--- src/rtl/aib_avmm_cmd_engine.sv ---
// Queued multi-channel Avalon-MM configuration master: FIFO of commands, one bus transaction at a time,
// one response per command. Define AIB_AVMM_CMD_TIMEOUT_EN to build the per-phase timeout (err=1).
module aib_avmm_cmd_engine #(
  parameter int NUM_CHNL   = 24,
  parameter int CHNL_W     = 6,
  parameter int ADDR_W     = 17,
  parameter int DATA_W     = 32,
  parameter int FIFO_DEPTH = 4,
  parameter int TIMEOUT    = 255
) (
  input  logic                          i_cfg_avmm_clk,
  input  logic                          i_cfg_avmm_rst,
  input  logic                          i_cmd_valid,
  output logic                          o_cmd_ready,
  input  logic                          i_cmd_write,
  input  logic [CHNL_W-1:0]             i_cmd_chnl,
  input  logic [ADDR_W-1:0]             i_cmd_addr,
  input  logic [DATA_W/8-1:0]           i_cmd_byte_en,
  input  logic [DATA_W-1:0]             i_cmd_wdata,
  output logic [CHNL_W-1:0]             o_channel_id,
  output logic                          o_cfg_avmm_write,
  output logic                          o_cfg_avmm_read,
  output logic [ADDR_W-1:0]             o_cfg_avmm_addr,
  output logic [DATA_W/8-1:0]           o_cfg_avmm_byte_en,
  output logic [DATA_W-1:0]             o_cfg_avmm_wdata,
  input  logic                          i_cfg_avmm_waitreq,
  input  logic                          i_cfg_avmm_rdatavld,
  input  logic [DATA_W-1:0]             i_cfg_avmm_rdata,
  output logic                          o_rsp_valid,
  input  logic                          i_rsp_ready,
  output logic [DATA_W-1:0]             o_rsp_rdata,
  output logic [CHNL_W-1:0]             o_rsp_chnl,
  output logic [1:0]                    o_rsp_err,
  output logic                          o_busy,
  output logic [$clog2(FIFO_DEPTH):0]   o_fifo_cnt
);
  localparam int PTR_W = $clog2(FIFO_DEPTH);
  localparam int CNT_W = PTR_W + 1;

  if (NUM_CHNL > 2**CHNL_W || FIFO_DEPTH < 2 || (FIFO_DEPTH & (FIFO_DEPTH - 1)) != 0 ||
      TIMEOUT < 1 || TIMEOUT > 65535) begin : g_bad_cfg
    $error("aib_avmm_cmd_engine: illegal parameter set");
  end

  typedef struct packed {
    logic                write;
    logic [CHNL_W-1:0]   chnl;
    logic [ADDR_W-1:0]   addr;
    logic [DATA_W/8-1:0] be;
    logic [DATA_W-1:0]   wdata;
  } cmd_t;

  typedef enum logic [1:0] {IDLE, REQ, RDWAIT, RSP} state_t;

  state_t           state;
  cmd_t             mem [FIFO_DEPTH];
  cmd_t             head;
  logic [PTR_W-1:0] wr_ptr, rd_ptr;
  logic [CNT_W-1:0] cnt;
  logic             push, pop, bad_chnl, to_hit;

  assign o_cmd_ready = (cnt != CNT_W'(FIFO_DEPTH));
  assign o_fifo_cnt  = cnt;
  assign o_busy      = (state != IDLE) || (cnt != '0);
  assign push        = i_cmd_valid & o_cmd_ready;
  assign pop         = (state == IDLE) && (cnt != '0);
  assign head        = mem[rd_ptr];
  assign bad_chnl    = (32'(head.chnl) >= 32'(NUM_CHNL));

  always_ff @(posedge i_cfg_avmm_clk)
    if (push) mem[wr_ptr] <= '{i_cmd_write, i_cmd_chnl, i_cmd_addr, i_cmd_byte_en, i_cmd_wdata};

  always_ff @(posedge i_cfg_avmm_clk) begin
    if (i_cfg_avmm_rst) begin
      wr_ptr <= '0;
      rd_ptr <= '0;
      cnt    <= '0;
    end else begin
      if (push) wr_ptr <= wr_ptr + 1'b1;
      if (pop)  rd_ptr <= rd_ptr + 1'b1;
      case ({push, pop})
        2'b10:   cnt <= cnt + 1'b1;
        2'b01:   cnt <= cnt - 1'b1;
        default: ;
      endcase
    end
  end

`ifdef AIB_AVMM_CMD_TIMEOUT_EN
  // Counts cycles spent in the current bus phase; restarts whenever a phase is left or entered.
  logic [15:0] tmr;
  assign to_hit = ((state == REQ) || (state == RDWAIT)) && ((tmr + 16'd1) == 16'(TIMEOUT));
  always_ff @(posedge i_cfg_avmm_clk) begin
    if (i_cfg_avmm_rst)
      tmr <= '0;
    else if (!to_hit && (((state == REQ) && i_cfg_avmm_waitreq) ||
                         ((state == RDWAIT) && !i_cfg_avmm_rdatavld)))
      tmr <= tmr + 16'd1;
    else
      tmr <= '0;
  end
`else
  assign to_hit = 1'b0;
`endif

  always_ff @(posedge i_cfg_avmm_clk) begin
    if (i_cfg_avmm_rst) begin
      state              <= IDLE;
      o_channel_id       <= '0;
      o_cfg_avmm_write   <= 1'b0;
      o_cfg_avmm_read    <= 1'b0;
      o_cfg_avmm_addr    <= '0;
      o_cfg_avmm_byte_en <= '0;
      o_cfg_avmm_wdata   <= '0;
      o_rsp_valid        <= 1'b0;
      o_rsp_rdata        <= '0;
      o_rsp_chnl         <= '0;
      o_rsp_err          <= 2'd0;
    end else begin
      case (state)
        IDLE: if (pop) begin
          o_rsp_chnl  <= head.chnl;
          o_rsp_rdata <= '0;
          if (bad_chnl) begin
            o_rsp_err   <= 2'd2;
            o_rsp_valid <= 1'b1;
            state       <= RSP;
          end else begin
            o_channel_id       <= head.chnl;
            o_cfg_avmm_write   <= head.write;
            o_cfg_avmm_read    <= !head.write;
            o_cfg_avmm_addr    <= head.addr;
            o_cfg_avmm_byte_en <= head.be;
            o_cfg_avmm_wdata   <= head.wdata;
            o_rsp_err          <= 2'd0;
            state              <= REQ;
          end
        end
        REQ: if (to_hit) begin
          o_cfg_avmm_write <= 1'b0;
          o_cfg_avmm_read  <= 1'b0;
          o_rsp_err        <= 2'd1;
          o_rsp_valid      <= 1'b1;
          state            <= RSP;
        end else if (!i_cfg_avmm_waitreq) begin
          o_cfg_avmm_write <= 1'b0;
          o_cfg_avmm_read  <= 1'b0;
          if (o_cfg_avmm_write) begin
            o_rsp_valid <= 1'b1;
            state       <= RSP;
          end else if (i_cfg_avmm_rdatavld) begin
            o_rsp_rdata <= i_cfg_avmm_rdata;
            o_rsp_valid <= 1'b1;
            state       <= RSP;
          end else begin
            state <= RDWAIT;
          end
        end
        RDWAIT: if (to_hit) begin
          o_rsp_err   <= 2'd1;
          o_rsp_valid <= 1'b1;
          state       <= RSP;
        end else if (i_cfg_avmm_rdatavld) begin
          o_rsp_rdata <= i_cfg_avmm_rdata;
          o_rsp_valid <= 1'b1;
          state       <= RSP;
        end
        RSP: if (i_rsp_ready) begin
          o_rsp_valid <= 1'b0;
          state       <= IDLE;
        end
        default: state <= IDLE;
      endcase
    end
  end
endmodule
--- config.mk ---
export PLATFORM = sky130hd
export DESIGN_NAME = aib_avmm_cmd_engine
export DESIGN_NICKNAME = d
export VERILOG_FILES = /design/src/rtl/aib_avmm_cmd_engine.sv
export SDC_FILE = /design/constraint.sdc
export NUM_CORES = 1
export LEC_CHECK = 0
export CAP_MARGIN = 20
export CORE_MARGIN = 10
export CORE_UTILIZATION = 55
export CTS_CLUSTER_SIZE = 10
export DETAILED_ROUTE_END_ITERATION = 16
export GPL_TIMING_DRIVEN = 0
export PLACE_DENSITY = 0.92
export SYNTH_ARGS = -nofsm -noshare
export SYNTH_HDL_FRONTEND = slang
export SYNTH_SLANG_ARGS = --single-unit
--- constraint.sdc ---
create_clock -name i_cfg_avmm_clk -period 8 [get_ports i_cfg_avmm_clk]
set_clock_uncertainty 0.05 [all_clocks]
set_input_delay 0.8 -clock i_cfg_avmm_clk [delete_from_list [all_inputs] [get_ports i_cfg_avmm_clk]]
set_output_delay 0.8 -clock i_cfg_avmm_clk [all_outputs]
set_load 0.01 [all_outputs]
==> impl_metrics.env <==
export IMPL_route_detailed_drc=0
export IMPL_final_cells=1446
export IMPL_synth_fp_nets=955
export IMPL_synth_most_common_cell="edfxtp_1"
export IMPL_antenna_found_initial=0
export IMPL_ctsHoldBuffers=0
export IMPL_hold_start="o_rsp_rdata[12]"
export IMPL_synth_area_top_cells="edfxtp_1 (56%), dfxtp_1 (17%), mux4_2 (10%)"
export IMPL_vias=7999
export IMPL_fin_crit_sh=0.440
export IMPL_drt_iter0_markers=517
export IMPL_synth_edff_count=240
export IMPL_insertion_delay_ns=0.52
export IMPL_ys_types=43
export IMPL_ios=205
export IMPL_p_per_area_mw_per_mm2=349
export IMPL_clk_pin_slew_worst_paths_ns=0.05
export IMPL_cts_made_buffers=41
export IMPL_ir_drop_v=0.000284
export IMPL_routedWlPerCell_um=21.3
export IMPL_slew_viol_final=0
export IMPL_grt_max_degree=37
export IMPL_ff2ff_setup_slack_ns=5.26
export IMPL_yosysSeqAreaShare=0.730
export IMPL_hold_violations=0
export IMPL_worst_pin_slew_ns=1.02
export IMPL_fin_nets=1205
export IMPL_synth_seq_cells=352
export IMPL_p_leak_uw=0.00542
export IMPL_r2r_cells=8
export IMPL_grt_ovfl_total=0
export IMPL_nFillCells=1482
export IMPL_yosysWarnings=0
export IMPL_diodes=0
export IMPL_timing_rr_start="o_fifo_cnt[0]"
export IMPL_port_buffers=203
export IMPL_cts_setup_buffers=0
export IMPL_netlist_area_mm2=0.0129
export IMPL_cts_resized=0
export IMPL_critPathLaunchType="flip-flop"
export IMPL_ant_nets=0
export IMPL_viasPerCell=5.53
export IMPL_crit_fanout=6
export IMPL_layout_drive_gt1_share=0.119
export IMPL_fmax_mhz=284
export IMPL_fp_row_count=56
export IMPL_slew_headroom=0.319
export IMPL_synthToLayoutAreaGrowth_pct=28.9
export IMPL_die_y_um=173
export IMPL_hold_depth=2
export IMPL_grt_pass1_wl_um=47600
export IMPL_worst_hold_path_endpoint="o_rsp_rdata[12]"
export IMPL_arrival_ns=2.67
export IMPL_grt_util_all_layers=0.201
export IMPL_hold_path_class="reg -> reg"
export IMPL_root_buffer="clkbuf_16"
export IMPL_initial_core_util=0.555
export IMPL_ys_flop_type="edfxtp_1"
export IMPL_core_area_mm2=0.0233
export IMPL_cts_tree="done"
export IMPL_synth_top_area_frac=0.557
export IMPL_cts_sinks=352
export IMPL_endpoint_kind="output pin"
export IMPL_ys_async_sr_fraction=0
export IMPL_h_tree_depth=2
export IMPL_yosys_top_cells_count="edfxtp_1 (240), nand2_1 (161), dfxtp_1 (112)"
export IMPL_period_needed_ns=3.52
export IMPL_r2r_end="o_fifo_cnt[2]"
export IMPL_drv_cap=0
export IMPL_syn_inst=846
export IMPL_status="complete, no violations"
export IMPL_syn_area_per_cell_um2=15.3
export IMPL_cp_required_ns=7.15
export IMPL_setup_viol=0
export IMPL_dieArea_mm2=0.0301
export IMPL_rsz0062_at_grt="no"
export IMPL_fin_setup_tns_ns=0
export IMPL_cts_buffer_depth=3
export IMPL_die_x_um=173
export IMPL_gp_congestion=0.911
export IMPL_yosysTopAreaCell="edfxtp_1"
export IMPL_grt_pass1_vias=8405
export IMPL_wl_um=30800
export IMPL_first_pass_iters=5
export IMPL_numPlacedInstances=1372
export IMPL_hpwl_um=20500
export IMPL_worstSetupPathType="reg -> out"
-- where the power goes --
part	switching (uW)	total (uW)	leakage [uW]	internal, uW
registers	129	2390	0.00311	2260
logic	964	1760	0.00173	792
clock network	671	1680	0.000575	1010
-- critical path, cell delays in order, from the launching register on --
cell and delay, ns:
dfxtp_1 0.34, inv_1 0.13, ha_1 0.31, nor4b_1 0.67, inv_1 0.19, clkdlybuf4s50_1 0.53
-- how the worst max path moves through the flow --
stage                           start         end  depth (start not counted)
after floorplan           i_cmd_valid   mem[0][0]                          1
after global placement    i_cmd_valid  mem[0][26]                          2
after detailed placement     state[0]      o_busy                          5
after CTS                    state[0]      o_busy                          5
after global routing         state[0]      o_busy                          5
final                        state[0]      o_busy                          5
-- cell families (layout without fill, tap and decap cells) --
kind of cell    Yosys count  after routing  synth area share
mux                      60             60             0.104
simple gates            235            235            0.0770
xor+xnor                  5              5           0.00338
buf+inv                  64            345            0.0237
fa+ha+maj                11             11            0.0112
flops                   352            352             0.730
compound gates          118            118            0.0501
other cells               1              1          0.000290
-- metal layers --
metal / vias to the layer above / track usage / routed length (um)
met4: 0 / 0.0564 / 573
li1: 3649 / - / -
met2: 333 / 0.344 / 15500
met5: - / 0 / 0
met3: 48 / 0.0582 / 2650
met1: 3969 / 0.243 / 12100
-- through the flow --
step	utilization	total power [uW]	setup WS, ns	hold slack (ns)	instance area, um^2
final	0.715	5820	4.48	0.399	16700
after global routing	0.715	6110	4.35	0.417	16700
after CTS	0.715	5870	4.47	0.401	16700
after detailed placement	0.663	4190	5.03	0.393	15500
after global placement	0.659	4130	3.66	0.388	15400
after floorplan	-	3470	5.27	0.419	12900
-- final cells by class --
type | count | area (um^2) | share of cell area
buffer | 51 | 258 | 0.0154
clock buffer | 72 | 1190 | 0.0716
clock inverter | 2 | 16.3 | 0.000975
inverter | 13 | 48.8 | 0.00292
multi-input combinational | 430 | 3210 | 0.192
sequential | 352 | 9450 | 0.566
tap | 319 | 399 | 0.0239
timing repair buffer | 207 | 2110 | 0.127
-- sequential cells by signal, indices dropped and copies added (netlist names), 3 cells and up, named ones only --
| name | cells |
|---|---|
| mem | 240 |
| o_cfg_avmm_addr | 17 |
| o_cfg_avmm_byte_en | 4 |
| o_cfg_avmm_wdata | 32 |
| o_channel_id | 6 |
| o_fifo_cnt | 3 |
| o_rsp_chnl | 6 |
| o_rsp_rdata | 32 |
-- layout by cell type (no fill, tap or decap), types with 2 or more instances in the layout --
cell	instances
dfxtp_1	112
edfxtp_1	240
nand3_1	35
nand2b_1	3
nor2_1	15
clkdlybuf4s50_1	203
and3_4	4
xnor2_1	2
a21oi_1	99
and2_1	3
nor3_1	4
nand2_1	161
o21bai_1	2
buf_1	4
buf_2	8
buf_6	7
mux4_2	60
a211oi_1	2
buf_12	4
o21ai_0	5
ha_1	10
clkbuf_16	43
xor2_1	3
inv_1	12
clkbuf_1	59
a211o_1	3
nor4b_1	2
No activity file was read; power rests on OpenSTA's default activity.
